File: src/rtl/dbus_store_buffer.sv
`default_nettype none
// ============================================================================
// Module   : dbus_store_buffer
// Purpose  : Store buffer between the load/store unit data bus and a generic
//            memory bus. Stores are queued in a circular FIFO and drained to
//            memory in order. Loads whose bytes are fully covered by the
//            youngest buffered store to the same word are forwarded. All other
//            loads wait until the buffer has drained, then go to memory.
// Ports    : CLK, RST (sync, active-high)
//            cpu_*  : request from the LSU (addr/wdata/byte_en/ren/wen),
//                     plus rdata/busy back to it
//            mem_*  : request to memory (addr/wdata/byte_en/ren/wen),
//                     plus rdata/busy back from it
//            drained: no store buffered and none in flight
// Revision : 1.0 - initial release
// ============================================================================
module dbus_store_buffer #(
    parameter int DEPTH = 4
) (
    input  logic        CLK,
    input  logic        RST,
    input  logic [31:0] cpu_addr,
    input  logic [31:0] cpu_wdata,
    input  logic [3:0]  cpu_byte_en,
    input  logic        cpu_ren,
    input  logic        cpu_wen,
    output logic [31:0] cpu_rdata,
    output logic        cpu_busy,
    output logic [31:0] mem_addr,
    output logic [31:0] mem_wdata,
    output logic [3:0]  mem_byte_en,
    output logic        mem_ren,
    output logic        mem_wen,
    input  logic [31:0] mem_rdata,
    input  logic        mem_busy,
    output logic        drained
);

    localparam int c_PTR_W = (DEPTH > 1) ? $clog2(DEPTH) : 1;
    localparam int c_CNT_W = c_PTR_W + 1;
    localparam logic [c_CNT_W-1:0] c_FULL    = c_CNT_W'(DEPTH);
    localparam logic [c_CNT_W-1:0] c_CNT_ONE = c_CNT_W'(1);
    localparam logic [c_PTR_W-1:0] c_PTR_ONE = c_PTR_W'(1);

    typedef enum logic [1:0] {
        IDLE  = 2'd0,
        DRAIN = 2'd1,
        LOAD  = 2'd2
    } state_t;

    state_t             state_q, state_d;
    logic [c_PTR_W-1:0] head_q, head_d;
    logic [c_PTR_W-1:0] tail_q, tail_d;
    logic [c_CNT_W-1:0] count_q, count_d;

    logic [31:0] addr_q  [DEPTH];
    logic [31:0] wdata_q [DEPTH];
    logic [3:0]  be_q    [DEPTH];

    logic               w_full;
    logic               w_load_req;
    logic               w_push;
    logic               w_pop;
    logic               w_fwd_match;
    logic               w_fwd_hit;
    logic [c_PTR_W-1:0] w_fwd_idx;

    assign w_full     = (count_q == c_FULL);
    assign w_load_req = cpu_ren && !cpu_wen;
    // A full buffer refuses the store even if a pop happens this cycle.
    assign w_push     = cpu_wen && !w_full;
    assign drained    = (count_q == '0) && (state_q != DRAIN);

    // Walk valid entries oldest to youngest so the youngest word match wins.
    // Only that youngest match may forward; if it does not cover every
    // requested byte, older matches are stale for those bytes anyway.
    always_comb begin : p_forward
        w_fwd_match = 1'b0;
        w_fwd_idx   = '0;
        for (int i = 0; i < DEPTH; i++) begin
            if ((c_CNT_W'(i) < count_q) &&
                (addr_q[head_q + c_PTR_W'(i)][31:2] == cpu_addr[31:2])) begin
                w_fwd_match = 1'b1;
                w_fwd_idx   = head_q + c_PTR_W'(i);
            end
        end
        w_fwd_hit = w_load_req && w_fwd_match &&
                    ((be_q[w_fwd_idx] & cpu_byte_en) == cpu_byte_en);
    end

    always_comb begin : p_fsm
        state_d     = state_q;
        mem_addr    = '0;
        mem_wdata   = '0;
        mem_byte_en = '0;
        mem_ren     = 1'b0;
        mem_wen     = 1'b0;
        w_pop       = 1'b0;
        unique case (state_q)
            IDLE: begin
                if (count_q != '0) begin
                    mem_addr    = addr_q[head_q];
                    mem_wdata   = wdata_q[head_q];
                    mem_byte_en = be_q[head_q];
                    mem_wen     = 1'b1;
                    state_d     = DRAIN;
                end else if (w_load_req && !w_fwd_hit) begin
                    state_d = LOAD;
                end
            end
            DRAIN: begin
                mem_addr    = addr_q[head_q];
                mem_wdata   = wdata_q[head_q];
                mem_byte_en = be_q[head_q];
                mem_wen     = 1'b1;
                if (!mem_busy) begin
                    w_pop   = 1'b1;
                    state_d = (count_q > c_CNT_ONE) ? DRAIN : IDLE;
                end
            end
            LOAD: begin
                mem_addr    = cpu_addr;
                mem_byte_en = cpu_byte_en;
                mem_ren     = 1'b1;
                if (!mem_busy) begin
                    state_d = IDLE;
                end
            end
            default: state_d = IDLE;
        endcase
    end

    always_comb begin : p_cpu_resp
        cpu_busy  = 1'b0;
        cpu_rdata = '0;
        if (cpu_wen) begin
            cpu_busy = w_full;
        end else if (w_fwd_hit) begin
            cpu_rdata = wdata_q[w_fwd_idx];
        end else if (state_q == LOAD) begin
            cpu_rdata = mem_rdata;
            cpu_busy  = cpu_ren && mem_busy;
        end else if (cpu_ren) begin
            // Miss or partial overlap: wait for older stores to drain.
            cpu_busy = 1'b1;
        end
    end

    always_comb begin : p_ptr_next
        head_d  = w_pop  ? head_q + c_PTR_ONE : head_q;
        tail_d  = w_push ? tail_q + c_PTR_ONE : tail_q;
        count_d = count_q;
        unique case ({w_push, w_pop})
            2'b10:   count_d = count_q + c_CNT_ONE;
            2'b01:   count_d = count_q - c_CNT_ONE;
            default: count_d = count_q;
        endcase
    end

    always_ff @(posedge CLK) begin : p_state
        if (RST) begin
            state_q <= IDLE;
            head_q  <= '0;
            tail_q  <= '0;
            count_q <= '0;
        end else begin
            state_q <= state_d;
            head_q  <= head_d;
            tail_q  <= tail_d;
            count_q <= count_d;
        end
    end

    // Entry storage needs no reset: validity is tracked by count/head alone.
    always_ff @(posedge CLK) begin : p_entries
        if (w_push) begin
            addr_q[tail_q]  <= cpu_addr;
            wdata_q[tail_q] <= cpu_wdata;
            be_q[tail_q]    <= cpu_byte_en;
        end
    end

endmodule
`default_nettype wire

File: config.mk
export PLATFORM = sky130hd
export DESIGN_NAME = dbus_store_buffer
export DESIGN_NICKNAME = d
export VERILOG_FILES = /design/src/rtl/dbus_store_buffer.sv
export SDC_FILE = /design/constraint.sdc
export NUM_CORES = 1
export LEC_CHECK = 0
export CORE_MARGIN = 5
export CORE_UTILIZATION = 52
export DETAILED_ROUTE_END_ITERATION = 12
export HOLD_SLACK_MARGIN = 0.08
export PLACE_DENSITY_LB_ADDON = 0.25
export SLEW_MARGIN = 25
export SYNTH_ARGS = -nofsm -noshare
export SYNTH_HDL_FRONTEND = slang
export SYNTH_SLANG_ARGS = --single-unit
File: constraint.sdc
create_clock -name CLK -period 5.13 [get_ports CLK]
set_input_delay 1.026 -clock CLK [delete_from_list [all_inputs] [get_ports CLK]]
set_output_delay 1.026 -clock CLK [all_outputs]
set_load 0.01 [all_outputs]
### Yosys cells after proc, flatten, opt, wreduce, memory -nomap -nowiden

Memory sizes are Yosys's and may differ from the RTL's. A register that Yosys moved wholly into a read port is not among the register bits.
Index checks and enable logic that the tools add are counted.

* register bits after elaboration: 9
* bits in latches: 0
* memory bits (writable): 272
* ROM bits: 0
* input port bits: 105
* output and inout port bits: 104
* word-level logic and storage cells: 93
* memories kept: 3

Memory list
* addr_q: words 4, width 32, rd ports 4, clocked after memory_dff 1, write ports 1, line 56 `logic [31:0] addr_q [DEPTH];`
* wdata_q: words 4, width 32, rd ports 2, clocked after memory_dff 1, write ports 1, line 57 `logic [31:0] wdata_q [DEPTH];`
* be_q: words 4, width 4, rd ports 2, clocked after memory_dff 1, write ports 1, line 58 `logic [3:0] be_q [DEPTH];`

* add/sub/neg operators: 6
* multipliers: 0
* div/mod/pow operators: 0
* magnitude comparators: 5
* eq/ne operators: 14
* shift operators: 0
* multiplexer cells: 41
* bitwise logic cells: 1
* reductions and logical operators: 19

Operator list (count)
* 2-to-1 mux 32 bit: 5
* equality test 30 bit: 4
* case mux 32 bit (3 select lines): 1
* case mux 32 bit (2 select lines): 1
* 2-to-1 mux 2 bit: 14
* 2-to-1 mux 1 bit: 15
* case mux 4 bit (3 select lines): 1
* logical AND 1 bit: 11
* less-than comparator 1 x 3 -> 1 bit, first input constant: 2
* less-than comparator 2 x 3 -> 1 bit, first input constant: 2
* case mux 2 bit (3 select lines): 1
* case mux 3 bit (2 select lines): 1
* adder 2 x 1 -> 2 bit, second input constant: 2
* adder 2 bit, second input constant: 2
* bitwise AND 4 bit: 1
* equality test 2 x 1 -> 1 bit, second input constant: 2
* equality test 2 bit, second input constant: 2
* equality test 4 bit: 1
* 2-to-1 mux 4 bit: 1
* != test 2 bit, second input constant: 2
* adder 3 x 1 -> 3 bit, second input constant: 1
* equality test 3 bit, second input constant: 1
* greater-than comparator 3 x 1 -> 1 bit, second input constant: 1
* zero test 1 bit: 3
* 9 further kinds: 9

### Logic depth before layout (Yosys ltp)

An unclocked memory read counts as a cell.

* word-level depth: 16
* gate-level depth with buffers: 20
* gate-level depth less buffers: 13

### Worst setup path after synthesis

Ideal clock, no wire load.

* kind: input-to-output
* start point: input cpu_addr[23]
* end point: output cpu_rdata[23]
* data arrival time: 4.043 ns
* data required time: 4.104 ns
* slack: 0.061 ns
* stages: 15
* buffers on the path: 3
* cells stage by stage: clkbuf_1 nand2b_1 o221ai_1 or4_1 a211oi_1 and4b_1 a21oi_1 o311a_4 o21a_1 nor3_1 o2111ai_2 nor3_2 buf_6 buf_6 mux2i_1

* word-level cells in the longest chain between the ends: 12
* elaborated cells on any way between the ends: 24
* those cells by class: eq/ne (5); mux (10); bitwise (1); reduce/logical (6); memory (2)

RTL lines
* start: declaration: line 22 `input logic [31:0] cpu_addr,`
* equality test 30 bit: line 82 `(addr_q[head_q + c_PTR_W'(i)][31:2] == cpu_addr[31:2])) begin`
* logical AND 1 bit: line 81 `if ((c_CNT_W'(i) < count_q) &&`
* 2-to-1 mux 2 bit (4 in series): line 81
* memory read (4 x 4 bit)
* bitwise AND 4 bit: line 88 `((be_q[w_fwd_idx] & cpu_byte_en) == cpu_byte_en);`
* equality test 4 bit: line 88
* logical AND 1 bit: line 87 `w_fwd_hit = w_load_req && w_fwd_match &&`
* 2-to-1 mux 32 bit *: line 138 `end else if (w_fwd_hit) begin`
* 2-to-1 mux 32 bit *: line 136 `if (cpu_wen) begin`
* end: declaration: line 27 `output logic [31:0] cpu_rdata,`

Every way passes the cells marked *; elsewhere a longest branch is shown, timed or not.

### Final worst setup path

* start point: input cpu_addr[29]
* end point: output cpu_rdata[9]

Same word-level chain as after synthesis.

==> flow_results.xml <==
<?xml version="1.0" encoding="UTF-8"?>
<metrics>
  <group name="finish">
    <metric name="fin_util" unit="%">71.9</metric>
    <metric name="nets" unit="">1993</metric>
    <metric name="antenna_diode_instance_count" unit="">0</metric>
    <metric name="growth_of_design_area_from_synthesis_to_finish" unit="%">37.4</metric>
    <metric name="layout.cells.non_filler" unit="">2357</metric>
    <metric name="drive_gt1_share" unit="%">38.1</metric>
  </group>
  <group name="sta">
    <metric name="clock.fmax" unit="GHz">0.165</metric>
    <metric name="setup_viol" unit="">33</metric>
    <metric name="hold-worst-slack" unit="ns">0.598</metric>
    <metric name="post-route-worst-setup-slack" unit="ns">-0.929</metric>
    <metric name="finalHoldViolCount" unit="">0</metric>
    <metric name="final.period_utilization" unit="%">118</metric>
    <metric name="relSlewSlack" unit="%">44.3</metric>
    <metric name="fin_skew" unit="ns">0.0469</metric>
    <metric name="rsz0062_at_grt" unit="">true</metric>
    <metric name="finalCriticalPeriod" unit="ns">6.06</metric>
    <metric name="worstMarginPinSlew" unit="ns">0.833</metric>
    <metric name="timing_max_transition_violations_final" unit="">0</metric>
  </group>
  <group name="place">
    <metric name="detailed_place_hpwl" unit="um">43300</metric>
    <metric name="place_inst" unit="">2264</metric>
    <metric name="port_buffers" unit="">208</metric>
    <metric name="gp_congestion" unit="">1.03</metric>
  </group>
  <group name="routing">
    <metric name="wire_per_inst" unit="um">25.3</metric>
    <metric name="post_detailed_route_drc_marker_count" unit="">0</metric>
    <metric name="drt_iter0_drc" unit="">1312</metric>
    <metric name="drt_antenna_net_count" unit="">0</metric>
    <metric name="post_drt_via_cell_ratio" unit="">6.16</metric>
    <metric name="routed-via-count" unit="">14500</metric>
    <metric name="drt_first_pass_iters" unit="">5</metric>
    <metric name="wl" unit="um">59600</metric>
  </group>
  <group name="clock_network">
    <metric name="clk_pin_slew" unit="ns">0.06</metric>
    <metric name="clock_sinks" unit="">283</metric>
    <metric name="clkLatencyLatePin" unit="ns">0.60</metric>
    <metric name="clock-root-buffer" unit="">sky130_fd_sc_hd__clkbuf_16</metric>
    <metric name="number_of_buffers_added_by_the_clock_tree_synthesis_step" unit="">30</metric>
    <metric name="cts_htree_levels" unit="">1</metric>
    <metric name="cts_max_path_buffers" unit="">3</metric>
    <metric name="cts_tree" unit="">built</metric>
    <metric name="hold_buffers" unit="">0</metric>
  </group>
  <group name="worst_setup_path">
    <metric name="worst_ep_arrival_time" unit="ns">5.03</metric>
    <metric name="timing_worst_setup_path_type" unit="">in2out</metric>
    <metric name="crit_fanout" unit="">11</metric>
    <metric name="crit_chain" unit="">clkdlybuf4s50_1 -&gt; buf_12 -&gt; buf_4 -&gt; o2bb2ai_1 -&gt; or4_1 -&gt; o22ai_2 -&gt; buf_4 -&gt; and3b_1 -&gt; nand2_1 -&gt; buf_4 -&gt; or3_1 -&gt; o211ai_1 -&gt; o32a_1 -&gt; o2111ai_2 -&gt; nor3_4 -&gt; buf_6 -&gt; buf_16 -&gt; buf_12 -&gt; mux2i_1 -&gt; buf_2</metric>
    <metric name="critical_path.most_common_cell" unit="">sky130_fd_sc_hd__buf_4</metric>
    <metric name="crit_path_top_delay_cell" unit="">sky130_fd_sc_hd__or4_1</metric>
    <metric name="crit_required" unit="ns">4.10</metric>
    <metric name="critPathLaunchType" unit="">input pin</metric>
    <metric name="cp_top_family" unit="">buffers and inverters</metric>
    <metric name="critical_path.n_buffers_inverters" unit="">9</metric>
    <metric name="slowest_delay" unit="ns">0.53</metric>
    <metric name="type_of_destination_of_the_critical_path" unit="">output port</metric>
  </group>
  <group name="job">
    <metric name="cap_violations" unit="">0</metric>
  </group>
  <group name="grt">
    <metric name="pin_count_of_the_biggest_net_entering_global_routing" unit="">67</metric>
    <metric name="grt_remaining_overflow" unit="">0</metric>
    <metric name="grt_use_total" unit="%">30.3</metric>
    <metric name="antenna_violations_before_repair" unit="">3</metric>
    <metric name="grt_pass1_wl" unit="um">89900</metric>
    <metric name="via_count_of_the_first_global_routing_pass" unit="">15000</metric>
  </group>
  <group name="yosys">
    <metric name="postSynthRegisterBits" unit="">283</metric>
    <metric name="fraction_of_registers_with_async_set_reset" unit="%">0</metric>
    <metric name="synth_edf_count" unit="">272</metric>
    <metric name="synth_warnings" unit="">0</metric>
    <metric name="synth_cells" unit="">1321</metric>
    <metric name="synth.cell_area" unit="mm^2">0.0180</metric>
    <metric name="synthesis.nets" unit="">1435</metric>
    <metric name="dominant_synthesized_flop_cell" unit="">sky130_fd_sc_hd__edfxtp_1</metric>
    <metric name="seq_area_frac_synth" unit="%">46.6</metric>
    <metric name="yosys_cell_types" unit="">97</metric>
    <metric name="syn_area_per_cell" unit="um^2">13.6</metric>
  </group>
  <group name="min_path">
    <metric name="holdCritPathClass" unit="">reg2reg</metric>
  </group>
  <group name="pwr">
    <metric name="comb_power_share" unit="%">45.2</metric>
    <metric name="internal_power" unit="mW">5.94</metric>
    <metric name="power.sequential.fraction" unit="%">31.9</metric>
    <metric name="peakVddDrop" unit="mV">0.417</metric>
    <metric name="cellPowerDensity" unit="mW/mm^2">358</metric>
    <metric name="p_sw" unit="mW">2.90</metric>
    <metric name="leakagePower" unit="nW">8.85</metric>
    <metric name="power_switching_share" unit="%">32.9</metric>
    <metric name="power" unit="mW">8.84</metric>
    <metric name="clock_power_share" unit="%">23.0</metric>
  </group>
  <group name="floorplan">
    <metric name="ios" unit="">209</metric>
    <metric name="floorplan.die.width" unit="um">196</metric>
    <metric name="start_util" unit="%">52.3</metric>
    <metric name="num_rows" unit="">68</metric>
    <metric name="core-area" unit="mm^2">0.0344</metric>
    <metric name="die_area" unit="mm^2">0.0384</metric>
    <metric name="chipHeight" unit="um">196</metric>
  </group>
  <group name="outcome">
    <metric name="violations_in_the_final_reports" unit="">negative setup slack</metric>
    <metric name="status" unit="">complete, but fails checks</metric>
  </group>
</metrics>
==> sequential cells by signal (all words and copies together), names as in the netlist, named ones only <==
| name | cells |
|---|---|
| addr_q | 128 |
| wdata_q | 128 |
| be_q | 16 |
| count_q | 3 |
| head_q | 2 |
| state_q | 2 |
| tail_q | 2 |
==> cells in the mapped netlist, types with 9 or more instances <==
library cell,n,area (um^2)
sky130_fd_sc_hd__edfxtp_1,272,8170
sky130_fd_sc_hd__mux2i_1,152,1520
sky130_fd_sc_hd__mux4_2,106,2390
sky130_fd_sc_hd__xnor2_1,83,727
sky130_fd_sc_hd__nor2_1,66,248
sky130_fd_sc_hd__clkbuf_1,48,180
sky130_fd_sc_hd__mux2_2,40,450
sky130_fd_sc_hd__and2_1,38,238
sky130_fd_sc_hd__a22o_1,37,324
sky130_fd_sc_hd__nand3b_1,34,255
sky130_fd_sc_hd__a211o_1,32,280
sky130_fd_sc_hd__nand2_1,30,113
sky130_fd_sc_hd__nand4_1,29,181
sky130_fd_sc_hd__inv_1,23,86.3
sky130_fd_sc_hd__a21oi_1,19,95.1
sky130_fd_sc_hd__buf_1,18,67.6
sky130_fd_sc_hd__buf_2,18,90.1
sky130_fd_sc_hd__o22ai_1,18,113
sky130_fd_sc_hd__o21ai_0,17,85.1
sky130_fd_sc_hd__buf_6,13,146
sky130_fd_sc_hd__xor2_1,12,105
sky130_fd_sc_hd__buf_4,11,82.6
sky130_fd_sc_hd__dfxtp_1,11,220
sky130_fd_sc_hd__nand3_1,11,55.1
sky130_fd_sc_hd__nand2b_1,10,62.6
sky130_fd_sc_hd__ha_1,9,113
==> per-stage QoR <==
| stage | TNS [ns] | cell area (um^2) | worst slack, ns |
|---|---|---|---|
| after floorplan | 0 | 18000 | 0.0612 |
| after global placement | -40.74 | 23300 | -1.25 |
| after detailed placement | -39.99 | 23300 | -1.26 |
| after CTS | -27.50 | 24600 | -0.913 |
| after global routing | -34.35 | 24700 | -1.14 |
| final | -27.71 | 24700 | -0.929 |
==> power groups by stage <==
stage               clock network [mW]  registers (mW)  logic [mW]
floorplan                            0            2.84        1.93
global placement                     0            2.86        3.83
detailed placement                   0            2.88        3.87
CTS                               2.05            2.81        3.96
global route                      2.16            2.83        4.20
finish                            2.03            2.82        3.99
==> cell usage in the layout (no fill, tap or decap), drive strengths merged, types with 8 or more instances in the layout <==
cell           count
mux2              46
o21ai             24
nand3             11
nand2             31
a211o             32
xor2              12
mux4             106
clkbuf            36
nor4               8
ha                 9
edfxtp           272
o22ai             18
and2              39
nand4             29
xnor2             83
o221ai             9
clkdlybuf4s50    172
clkinv            18
a21oi             19
a22o              37
inv               23
mux2i            157
buf              465
dfxtp             11
nand3b            34
nor2              67
and4               8
nand2b            10
o2bb2ai            8
==> layout make-up <==
class	count	area, um^2
fillers	2415	9650
flip-flops and latches	283	8400
inverters	23	86.3
multi-input cells	900	9080
clock inverters	21	146
clock buffers	34	766
well taps	455	569
repair buffers	641	5670
==> kinds of logic (layout without fill, tap and decap cells) <==
logic type                 Yosys count  after routing  share of synthesized area [%]
AOI/OAI and AO/OA                  215            215                           9.82
muxes                              309            309                           25.0
buffers and inverters              138            719                           4.33
DFF                                283            283                           46.6
and+or+nand+nor                    272            272                           8.91
adders and majority gates            9              9                          0.626
xor gates and xnor gates            95             95                           4.63
==> layer usage <==
| layer | wire (um) | global-route usage, % | vias up |
|---|---|---|---|
| li1 | - | - | 6424 |
| met1 | 23900 | 41.2 | 7310 |
| met2 | 28800 | 49.9 | 667 |
| met3 | 5050 | 6.22 | 116 |
| met4 | 1830 | 8.48 | 6 |
| met5 | 47 | 0 | - |
==> worst paths after layout <==
path                     start  slack, ns  cells after the start            to
hold reg to reg     state_q[1]       0.60                      1    state_q[0]
setup reg to reg     head_q[0]       0.82                     19    state_q[1]
hold / removal      state_q[1]       0.60                      1    state_q[0]
setup / recovery  cpu_addr[29]      -0.93                     20  cpu_rdata[9]
==> what timing repair did <==
item	CTS	global route
pin swaps	5	3
resized for setup	150	41
setup buffers	19	14
cloned	3	2
setup endpoints to repair	33	33
No activity file was read; power rests on OpenSTA's default activity.
